`src/rtl/strassen_pkg.sv`:
```
// strassen_pkg: shared types, product schedule and coefficient tables for strassen_seq_mm.
package strassen_pkg;

    typedef enum logic [1:0] {IDLE, ISSUE, DRAIN, DONE} state_e;
    typedef enum logic {MODE_FULL, MODE_VEC} mode_e;

    localparam int NPROD_FULL = 7;
    localparam int NPROD_VEC  = 4;

    localparam logic [2:0] FULL_FIRST = 3'd0;
    localparam logic [2:0] FULL_LAST  = 3'(NPROD_FULL - 1);
    localparam logic [2:0] VEC_FIRST  = 3'd1;
    localparam logic [2:0] VEC_LAST   = 3'(int'(VEC_FIRST) + NPROD_VEC - 1);

    localparam int E00 = 0;
    localparam int E01 = 1;
    localparam int E10 = 2;
    localparam int E11 = 3;

    localparam logic signed [1:0] CP = 2'sd1;
    localparam logic signed [1:0] CN = -2'sd1;
    localparam logic signed [1:0] CZ = 2'sd0;

    // Rows are M1..M7, columns are the C00, C01, C10, C11 targets
    localparam logic signed [1:0] COEF_FULL [7][4] = '{
        '{CP, CZ, CZ, CP},
        '{CZ, CZ, CP, CN},
        '{CZ, CP, CZ, CP},
        '{CP, CZ, CP, CZ},
        '{CN, CP, CZ, CZ},
        '{CZ, CZ, CZ, CP},
        '{CP, CZ, CZ, CZ}
    };

    localparam logic signed [1:0] COEF_VEC [7][4] = '{
        '{CZ, CZ, CZ, CZ},
        '{CZ, CZ, CP, CZ},
        '{CP, CZ, CZ, CZ},
        '{CZ, CZ, CP, CZ},
        '{CP, CZ, CZ, CZ},
        '{CZ, CZ, CZ, CZ},
        '{CZ, CZ, CZ, CZ}
    };

endpackage

```
`src/rtl/strassen_seq_mm_mul.sv`:
```
// smm_mul_pipe: signed (DW+1)x(DW+1) multiplier with LAT register stages; valid and tag ride along.
module smm_mul_pipe #(
    parameter int DW  = 32,
    parameter int LAT = 2
) (
    input  logic                  clk,
    input  logic                  rst,
    input  logic                  in_valid,
    input  logic [2:0]            in_tag,
    input  logic signed [DW:0]    a,
    input  logic signed [DW:0]    b,
    output logic                  out_valid,
    output logic [2:0]            out_tag,
    output logic signed [2*DW+1:0] p,
    output logic                  busy
);

    logic [LAT-1:0]         v_q, v_d;
    logic [2:0]             tag_q [LAT];
    logic [2:0]             tag_d [LAT];
    logic signed [2*DW+1:0] p_q [LAT];
    logic signed [2*DW+1:0] p_d [LAT];

    always_comb begin
        v_d[0]   = in_valid;
        tag_d[0] = in_tag;
        p_d[0]   = a * b;
        for (int i = 1; i < LAT; i++) begin
            v_d[i]   = v_q[i-1];
            tag_d[i] = tag_q[i-1];
            p_d[i]   = p_q[i-1];
        end
    end

    always_ff @(posedge clk or posedge rst) begin
        if (rst) v_q <= '0;
        else     v_q <= v_d;
    end

    always_ff @(posedge clk) begin
        tag_q <= tag_d;
        p_q   <= p_d;
    end

    assign out_valid = v_q[LAT-1];
    assign out_tag   = tag_q[LAT-1];
    assign p         = p_q[LAT-1];
    assign busy      = |v_q;

endmodule

```
`src/rtl/strassen_seq_mm.sv`:
```
// strassen_seq_mm: sequential 2x2 Strassen multiplier sharing one pipelined multiplier.
// Define STRASSEN_SAT_EN to clamp C elements and report sat; otherwise C wraps.
module strassen_seq_mm
    import strassen_pkg::*;
#(
    parameter int DATAWIDTH = 32,
    parameter int MULT_LAT  = 2
) (
    input  logic                   clk,
    input  logic                   rst,
    input  logic                   in_valid,
    output logic                   in_ready,
    input  logic                   mode,
    input  logic [4*DATAWIDTH-1:0] A,
    input  logic [4*DATAWIDTH-1:0] B,
    output logic                   out_valid,
    input  logic                   out_ready,
    output logic [4*DATAWIDTH-1:0] C,
    output logic                   sat,
    output logic                   busy
);

    localparam int DW = DATAWIDTH;
    localparam int PW = 2*DW + 2;
    localparam int AW = 2*DW + 4;

`ifdef STRASSEN_SAT_EN
    localparam logic signed [AW-1:0] SMAX = {{(AW-DW+1){1'b0}}, {(DW-1){1'b1}}};
    localparam logic signed [AW-1:0] SMIN = ~SMAX;
`endif

    state_e                state_q, state_d;
    mode_e                 mode_q, mode_d;
    logic [4*DW-1:0]       a_q, a_d, b_q, b_d, c_q, c_d;
    logic [2:0]            idx_q, idx_d;
    logic signed [AW-1:0]  acc_q [4];
    logic signed [AW-1:0]  acc_d [4];
    logic                  sat_q, sat_d;
    logic signed [DW:0]    ae [4];
    logic signed [DW:0]    be [4];
    logic signed [DW:0]    t_op, s_op;
    logic                  issue, mul_valid, mul_busy;
    logic [2:0]            mul_tag;
    logic signed [PW-1:0]  mul_p;
    logic signed [AW-1:0]  p_ext;
    logic signed [1:0]     coef;

    // Operand formation; vector mode replicates B column 0 into column 1
    always_comb begin
        for (int j = 0; j < 4; j++) begin
            ae[j] = {a_q[j*DW+DW-1], a_q[j*DW +: DW]};
            be[j] = {b_q[j*DW+DW-1], b_q[j*DW +: DW]};
        end
        if (mode_q == MODE_VEC) begin
            be[E01] = be[E00];
            be[E11] = be[E10];
        end
        case (idx_q)
            3'd0:    begin t_op = ae[E00] + ae[E11]; s_op = be[E00] + be[E11]; end
            3'd1:    begin t_op = ae[E10] + ae[E11]; s_op = be[E00];           end
            3'd2:    begin t_op = ae[E00];           s_op = be[E01] - be[E11]; end
            3'd3:    begin t_op = ae[E11];           s_op = be[E10] - be[E00]; end
            3'd4:    begin t_op = ae[E00] + ae[E01]; s_op = be[E11];           end
            3'd5:    begin t_op = ae[E10] - ae[E00]; s_op = be[E00] + be[E01]; end
            default: begin t_op = ae[E01] - ae[E11]; s_op = be[E10] + be[E11]; end
        endcase
    end

    smm_mul_pipe #(.DW(DW), .LAT(MULT_LAT)) u_mul (
        .clk       (clk),
        .rst       (rst),
        .in_valid  (issue),
        .in_tag    (idx_q),
        .a         (t_op),
        .b         (s_op),
        .out_valid (mul_valid),
        .out_tag   (mul_tag),
        .p         (mul_p),
        .busy      (mul_busy)
    );

    assign p_ext = {{(AW-PW){mul_p[PW-1]}}, mul_p};

    always_comb begin
        state_d = state_q;
        mode_d  = mode_q;
        a_d     = a_q;
        b_d     = b_q;
        c_d     = c_q;
        idx_d   = idx_q;
        acc_d   = acc_q;
        sat_d   = sat_q;
        issue   = 1'b0;
        coef    = CZ;
        for (int j = 0; j < 4; j++) begin
            coef = (mode_q == MODE_VEC) ? COEF_VEC[mul_tag][j] : COEF_FULL[mul_tag][j];
            if (mul_valid)
                acc_d[j] = (coef == CP) ? acc_q[j] + p_ext :
                           (coef == CN) ? acc_q[j] - p_ext : acc_q[j];
        end
        case (state_q)
            IDLE: if (in_valid && in_ready) begin
                state_d = ISSUE;
                mode_d  = mode_e'(mode);
                a_d     = A;
                b_d     = B;
                idx_d   = mode ? VEC_FIRST : FULL_FIRST;
                for (int j = 0; j < 4; j++) acc_d[j] = '0;
            end
            ISSUE: begin
                issue = 1'b1;
                idx_d = idx_q + 3'd1;
                if (idx_q == ((mode_q == MODE_VEC) ? VEC_LAST : FULL_LAST)) state_d = DRAIN;
            end
            DRAIN: if (!mul_busy) begin
                state_d = DONE;
                sat_d   = 1'b0;
                for (int j = 0; j < 4; j++) begin
`ifdef STRASSEN_SAT_EN
                    c_d[j*DW +: DW] = (acc_q[j] > SMAX) ? SMAX[DW-1:0] :
                                      (acc_q[j] < SMIN) ? SMIN[DW-1:0] : acc_q[j][DW-1:0];
                    sat_d = sat_d | (acc_q[j] > SMAX) | (acc_q[j] < SMIN);
`else
                    c_d[j*DW +: DW] = acc_q[j][DW-1:0];
`endif
                end
            end
            default: if (out_ready) state_d = IDLE;
        endcase
    end

    always_ff @(posedge clk or posedge rst) begin
        if (rst) begin
            state_q <= IDLE;
            mode_q  <= MODE_FULL;
            a_q     <= '0;
            b_q     <= '0;
            c_q     <= '0;
            idx_q   <= '0;
            sat_q   <= 1'b0;
            for (int j = 0; j < 4; j++) acc_q[j] <= '0;
        end else begin
            state_q <= state_d;
            mode_q  <= mode_d;
            a_q     <= a_d;
            b_q     <= b_d;
            c_q     <= c_d;
            idx_q   <= idx_d;
            sat_q   <= sat_d;
            acc_q   <= acc_d;
        end
    end

    assign in_ready  = (state_q == IDLE) && !rst;
    assign out_valid = (state_q == DONE);
    assign busy      = (state_q != IDLE);
    assign C         = c_q;
    assign sat       = sat_q;

endmodule

```
`config.mk`:
```
export PLATFORM = sky130hd
export DESIGN_NAME = strassen_seq_mm
export DESIGN_NICKNAME = d
export VERILOG_FILES = /design/src/rtl/strassen_pkg.sv /design/src/rtl/strassen_seq_mm_mul.sv /design/src/rtl/strassen_seq_mm.sv
export SDC_FILE = /design/constraint.sdc
export NUM_CORES = 2
export LEC_CHECK = 0
export CAP_MARGIN = 10
export CORE_AREA = 2 2 331 333
export CTS_CLUSTER_DIAMETER = 30
export DETAILED_ROUTE_END_ITERATION = 10
export DIE_AREA = 0 0 333 335
export HOLD_SLACK_MARGIN = 0.02
export PLACE_DENSITY = 0.8
export SKIP_CTS_REPAIR_TIMING = 1
export SYNTH_ARGS = -nofsm -noshare
export SYNTH_HDL_FRONTEND = slang
export SYNTH_SLANG_ARGS = --single-unit
```
`constraint.sdc`:
```
create_clock -name clk -period 29.5 [get_ports clk]
set_clock_uncertainty 0.05 [all_clocks]
set_input_delay 4.425 -clock clk [delete_from_list [all_inputs] [get_ports clk]]
set_output_delay 4.425 -clock clk [all_outputs]
set_load 0.02 [all_outputs]
```
==> results.yml <==
status:
  outcome: "complete, no violations"
floorplan:
  floorplan.die.height_um: 335
  initial_utilization: 0.554
  die_area_um2: 112000
  floorplan.rows: 121
  io_pins: 393
  chipWidth_um: 333
  core_region_um2: 108000
sta:
  layout_worst_path_cycle_share: 0.457
  timing_hold_violations_final: 0
  timing.fmax_ghz: 0.0742
  setup_viol: 0
  finalWorstPathRequiredPeriod_ns: 13.47
  setup_repair_after_global_routing_missed_its_margin: "false"
  tightest_slew_ns: 1.20
  timing.max_slew.rel_slack: 0.197
  timing.setup.tns_ns: 0
  drv_slew: 0
yosys:
  synthMuxAreaShare: 0.0406
  netlist-cell-type-count: 120
  synth_common_cells: "nand2_1, inv_1, nor2_1"
  synth_xor_xnor_area_share: 0.0505
  post_synth_inst_count: 7159
  synth.ff_latch_count: 590
  synth.most_common_cell: "nand2_1"
  share_of_async_settable_or_async_resettable_flops_after_synthesis: 0.881
  yosys.area_share.adder: 0.252
  ys.flop_type: "dfrtp_1"
  synth_compound_gate_area_share: 0.172
  synthesized_area_per_cell_um2: 8.37
  postSynthNetCount: 8376
  synth-edff-count: 0
  yosys.area.top_type: "dfrtp_1"
  synth_top_family_by_area: "adder cells"
  synth.cell_area_um2: 59900
  ys_warn_count: 0
  synth_largest_type_area_fraction: 0.217
  seq_area_frac_synth: 0.241
  synth_area_leaders: "dfrtp_1, fa_1, ha_1, nand2_1, inv_1"
  simple_gate_share_of_the_synthesized_area: 0.177
routing:
  drcViolationCount: 0
  drt.antenna.violating_nets: 0
  post_drt_via_cell_ratio: 6.07
  wl_um: 198000
  detailedRoute.firstIterationViolations: 4989
  drt-pass1-iter-count: 6
  route.vias.total: 54500
  detail_route.wl_per_cell_um: 22.1
critical_path:
  cp_data_arrival_time_ns: 14.05
  critical_path.endpoint_type: "register"
  worstPathRequired_ns: 30.07
  worstSetupStartpointType: "register"
  critical_path.slowest_cell: "nor2_4"
  critical_path.most_common_cell: "fa_1"
  critPathMaxFanout: 33
  slowest_delay_ns: 0.59
  critical_path_class: "register to register"
grt:
  maximum_number_of_pins_on_one_net_before_global_route_repair: 157
  number_of_antenna_violations_at_the_first_check_in_global_routing: 2
  groute.usage.overall: 0.355
  grt_remaining_overflow: 0
  first_pass_grt_wire_length_um: 310000
  grt_pass1_vias: 55100
layout:
  number_of_nets_in_the_layout: 8682
  syn2layout_area_growth_pct: 16.7
  drive_above_1_share: 0.0878
clock_tree:
  cts_tree: "built"
  cts.sink_count: 590
  maximum_clock_insertion_buffer_count: 3
  clock-root-buffer: "clkbuf_16"
  worstSkewPairLatency_ns: 0.76
  total_cts_buffers: 130
  cts-htree-levels: 4
  clk_transition_reported_paths_ns: 0.04
place:
  detailed_place_hpwl_um: 151000
  buffer_ports.inserted: 391
  place_congestion: 0.987
flow_run:
  max_cap_violations: 0
worst_hold_path:
  min-delay-path-class: "register to register"
-- cells by family after synthesis --
family	Yosys count
AO/OA/AOI/OAI	1577
XOR/XNOR	330
adder cells (fa/ha/maj)	956
buffers and inverters	1057
flip-flops	590
multiplexers	216
other	1
AND/OR/NAND/NOR	2432
-- registers in the layout (all words and copies together), names as in the netlist --
register,cells
b_q,128
acc_q,128
state_q,2
u_mul.v_q,2
idx_q,3
C,128
a_q,128
u_mul.out_tag,3
u_mul.tag_d,3
u_mul.p_d,32
u_mul.p,32
mode_q,1
-- worst max-delay path: cells and delay by family, from the launching register on --
kind	cells	cell delay [ns]
buffers and inverters	7	1.18
adder cells (fa/ha/maj)	10	4.54
flip-flops	1	0.45
AND/OR/NAND/NOR	4	1.14
XOR/XNOR	14	2.98
multiplexers	1	0.20
AO/OA/AOI/OAI	11	2.77
-- cells in the final DEF, fill, tap and decap left out, types with 93 or more instances in the layout --
cell type        instances
a21o_1                 112
clkdlybuf4s50_1        391
nor3_1                  98
nor2_1                 616
nand2_1               1209
ha_1                   533
o21ai_0                319
inv_1                  741
xor2_1                 103
mux2_2                 170
xnor2_1                215
dfrtp_1                518
clkbuf_16              133
buf_4                   93
a21oi_1                482
fa_1                   421
-- worst paths after layout --
path / startpoint / to / slack [ns] / cells after the start
min: u_mul.p_d[25]$_DFF_P_ / u_mul.p[25]$_DFF_P_ / 0.25 / 0
min in group asynchronous: rst / C[118]$_DFFE_PP0P_ / 4.16 / 2
min reg2reg: u_mul.p_d[25]$_DFF_P_ / u_mul.p[25]$_DFF_P_ / 0.25 / 0
max in group asynchronous: rst / a_q[97]$_DFFE_PP0P_ / 22.98 / 4
max: idx_q[1]$_DFFE_PP0P_ / u_mul.p_d[31]$_DFF_P_ / 16.03 / 47
max reg2reg: idx_q[1]$_DFFE_PP0P_ / u_mul.p_d[31]$_DFF_P_ / 16.03 / 47
-- final cells by class --
type / count / area (µm²)
multi-input combinational: 5512 / 41700
fill: 8845 / 38200
sequential: 590 / 14400
timing repair buffer: 485 / 4630
clock buffer: 160 / 3540
inverter: 746 / 2810
tap: 1414 / 1770
clock inverter: 78 / 1080
antenna: 1 / 2.50
-- layer usage --
metal | track usage | part of all wire | vias up
met4 | 0.213 | 0.067 | 2
met1 | 0.428 | 0.38 | 26400
met3 | 0.0701 | 0.082 | 681
li1 | - | - | 24800
met5 | 0 | 0.000060 | -
met2 | 0.589 | 0.47 | 2563
-- stage by stage --
stage	worst slack [ns]	utilization	area [µm²]	hold slack, ns	cells
final	16.03	0.647	69900	0.251	8986
after global routing	15.36	0.647	69900	0.249	8985
after CTS	16.15	0.647	69900	0.255	8985
after detailed placement	16.30	0.604	65300	0.262	8747
after global placement	16.49	0.604	65300	0.260	8747
after floorplan	10.49	-	59900	0.260	7159
Power is not shown: default switching activity piles up to over one toggle a cycle in this logic, so the estimate is an artifact.
==> RTL edit, RTL diff (same settings) <==
Encoding of `state_e`: now one-hot (4 bits for 4 states).
--- a/src/rtl/strassen_pkg.sv
+++ b/src/rtl/strassen_pkg.sv
@@ -1,7 +1,7 @@
 // strassen_pkg: shared types, product schedule and coefficient tables for strassen_seq_mm.
 package strassen_pkg;
 
-    typedef enum logic [1:0] {IDLE, ISSUE, DRAIN, DONE} state_e;
+    typedef enum logic [3:0] {IDLE = 4'b0001, ISSUE = 4'b0010, DRAIN = 4'b0100, DONE = 4'b1000} state_e;
     typedef enum logic {MODE_FULL, MODE_VEC} mode_e;
 
     localparam int NPROD_FULL = 7;
Formal check against the unedited RTL: no difference found for any inputs over 4 cycles, from zero or initial values and one cycle with rst high; so few cycles prove little.
==> RTL edit against the original RTL <==
Hold slack better by 0.016 ns; sequential cell count is 2 higher; synthesized cell count is 1.6% higher; die area stayed put; routed wire length is 1.9% higher; design area is 0.35% higher; first-iteration DRC count is 5.0% higher; area after synthesis is 0.93% higher; setup slack worse by 1.2 ns; critical path depth is 1 lower; critical endpoint unchanged; largest cell class unchanged.
Power is left out: the tool's default activity adds up to more than one toggle a clock period on the data nets, which glitch-free logic cannot reach.
==> RTL edit: results <==
group,metric,value,unit
synthesis,ys_warn_count,0,
critical_path,cp_slowest_stage_delay,1.02,ns
layout,drive_gt1_share,8.37,%
critical_path,reg2reg_depth,46,
grt,met2_usage,61.7,%
drt,wl_met2,96500,um
critical_path,r2r_slack,14.86,ns
drt,routed_wl,202000,um
drt,routed.top_layer,"met5",
synthesis,synthTopCellsByArea,"dfrtp_1 (22%), fa_1 (14%), ha_1 (11%)",
hold_path,hold_path_class,"reg -> reg",
critical_path,r2r_start,"mode_q",
run_status,run_status,"completed",
layout,nets,8756,
placed_design,dp_hpwl,153000,um
synthesis,syn-num-nets,8486,
drt,wl_met3,15700,um
clocking,numCtsBuffers,119,
grt,grtUsageTotal,36.1,%
clocking,clk_latency,0.74,ns
clocking,clkTransAtPathRegs,0.05,ns
clocking,root_buffer,"clkbuf_16",
sta,relSlewSlack,11.7,%
critical_path,crit_arrival,15.18,ns
critical_path,cp_top_family,"adder cells",
critical_path,critPathSlowestCell,"mux2i_1",
synthesis,synthDistinctLibCells,106,
placed_design,place.gp.congestion,1.01,
grt,gr-usage-met1,43.3,%
synthesis,synth_common_cells,"nand2_1 (1,197), inv_1 (741), nor2_1 (629)",
grt,grt_overflow,0,
drt,initialDrtViolationCount,5236,
synthesis,synth.top_cell.area_share,21.6,%
grt,grt_pass1_wl,316000,um
grt,grt_pass1_vias,56400,
clocking,htreeDepth,3,
grt,grt_use_met3,5.75,%
synthesis,ys_seq_area_share,23.9,%
grt,grt_max_degree,196,
hold_path,min_to,"u_mul.p[5]",
drt,met1Wirelength,76600,um
critical_path,path_max_fanout,66,
clocking,clk_path_buf_depth,3,
hold_path,hold_path_depth,0,
drt,vias_per_cell,6.14,
drt,firstDrtPassIters,9,
placed_design,port_buffers,391,
synthesis,synth_flop_cell,"dfrtp_1",
synthesis,async_flop_share,88.2,%
hold_path,min_from,"u_mul.p_d[5]",
grt,antenna_found_initial,1,
## RTL edit: worst max path at each step
stage	from	endpoint	slack, ns	cells past startpoint
6_report	mode_q	u_mul.p_d[31]	14.86	46
5_1_grt	mode_q	u_mul.p_d[31]	14.25	46
4_1_cts	mode_q	u_mul.p_d[31]	15.01	46
3_5_place_dp	mode_q	u_mul.p_d[31]	15.06	46
3_3_place_gp	mode_q	u_mul.p_d[31]	15.23	46
2_1_floorplan	rst	C[0]	10.44	1
## RTL edit: cells by family after synthesis
| family | count (synthesis) | share of synthesized area, % |
|---|---|---|
| AND/OR/NAND/NOR | 2508 | 18.3 |
| adder cells (fa/ha/maj) | 952 | 24.9 |
| other | 1 | 0.00620 |
| XOR/XNOR | 312 | 4.73 |
| multiplexers | 218 | 3.96 |
| flip-flops | 592 | 23.9 |
| AO/OA/AOI/OAI | 1617 | 17.5 |
| buffers and inverters | 1073 | 6.70 |
## RTL edit: per-stage QoR
| stage | hold slack, ns | setup slack (ns) | instances | cell area (sq um) | utilization, % |
|---|---|---|---|---|---|
| 3_3_place_gp | 0.260 | 15.23 | 8836 | 65800 | 60.9 |
| 6_report | 0.267 | 14.86 | 9065 | 70100 | 64.9 |
| 4_1_cts | 0.271 | 15.01 | 9064 | 70100 | 64.9 |
| 5_1_grt | 0.275 | 14.25 | 9064 | 70100 | 64.9 |
| 2_1_floorplan | 0.260 | 10.44 | 7273 | 60500 | - |
| 3_5_place_dp | 0.262 | 15.06 | 8836 | 65800 | 60.9 |
## RTL edit: area by class of cell
cell class,instances,area (sq um)
clock buffers,138,3190
fillers,8971,38000
well taps,1414,1770
flip-flops and latches,592,14500
inverters,743,2800
diodes,1,2.50
repair buffers,479,4590
multi-input cells,5608,42200
clock inverters,90,1160
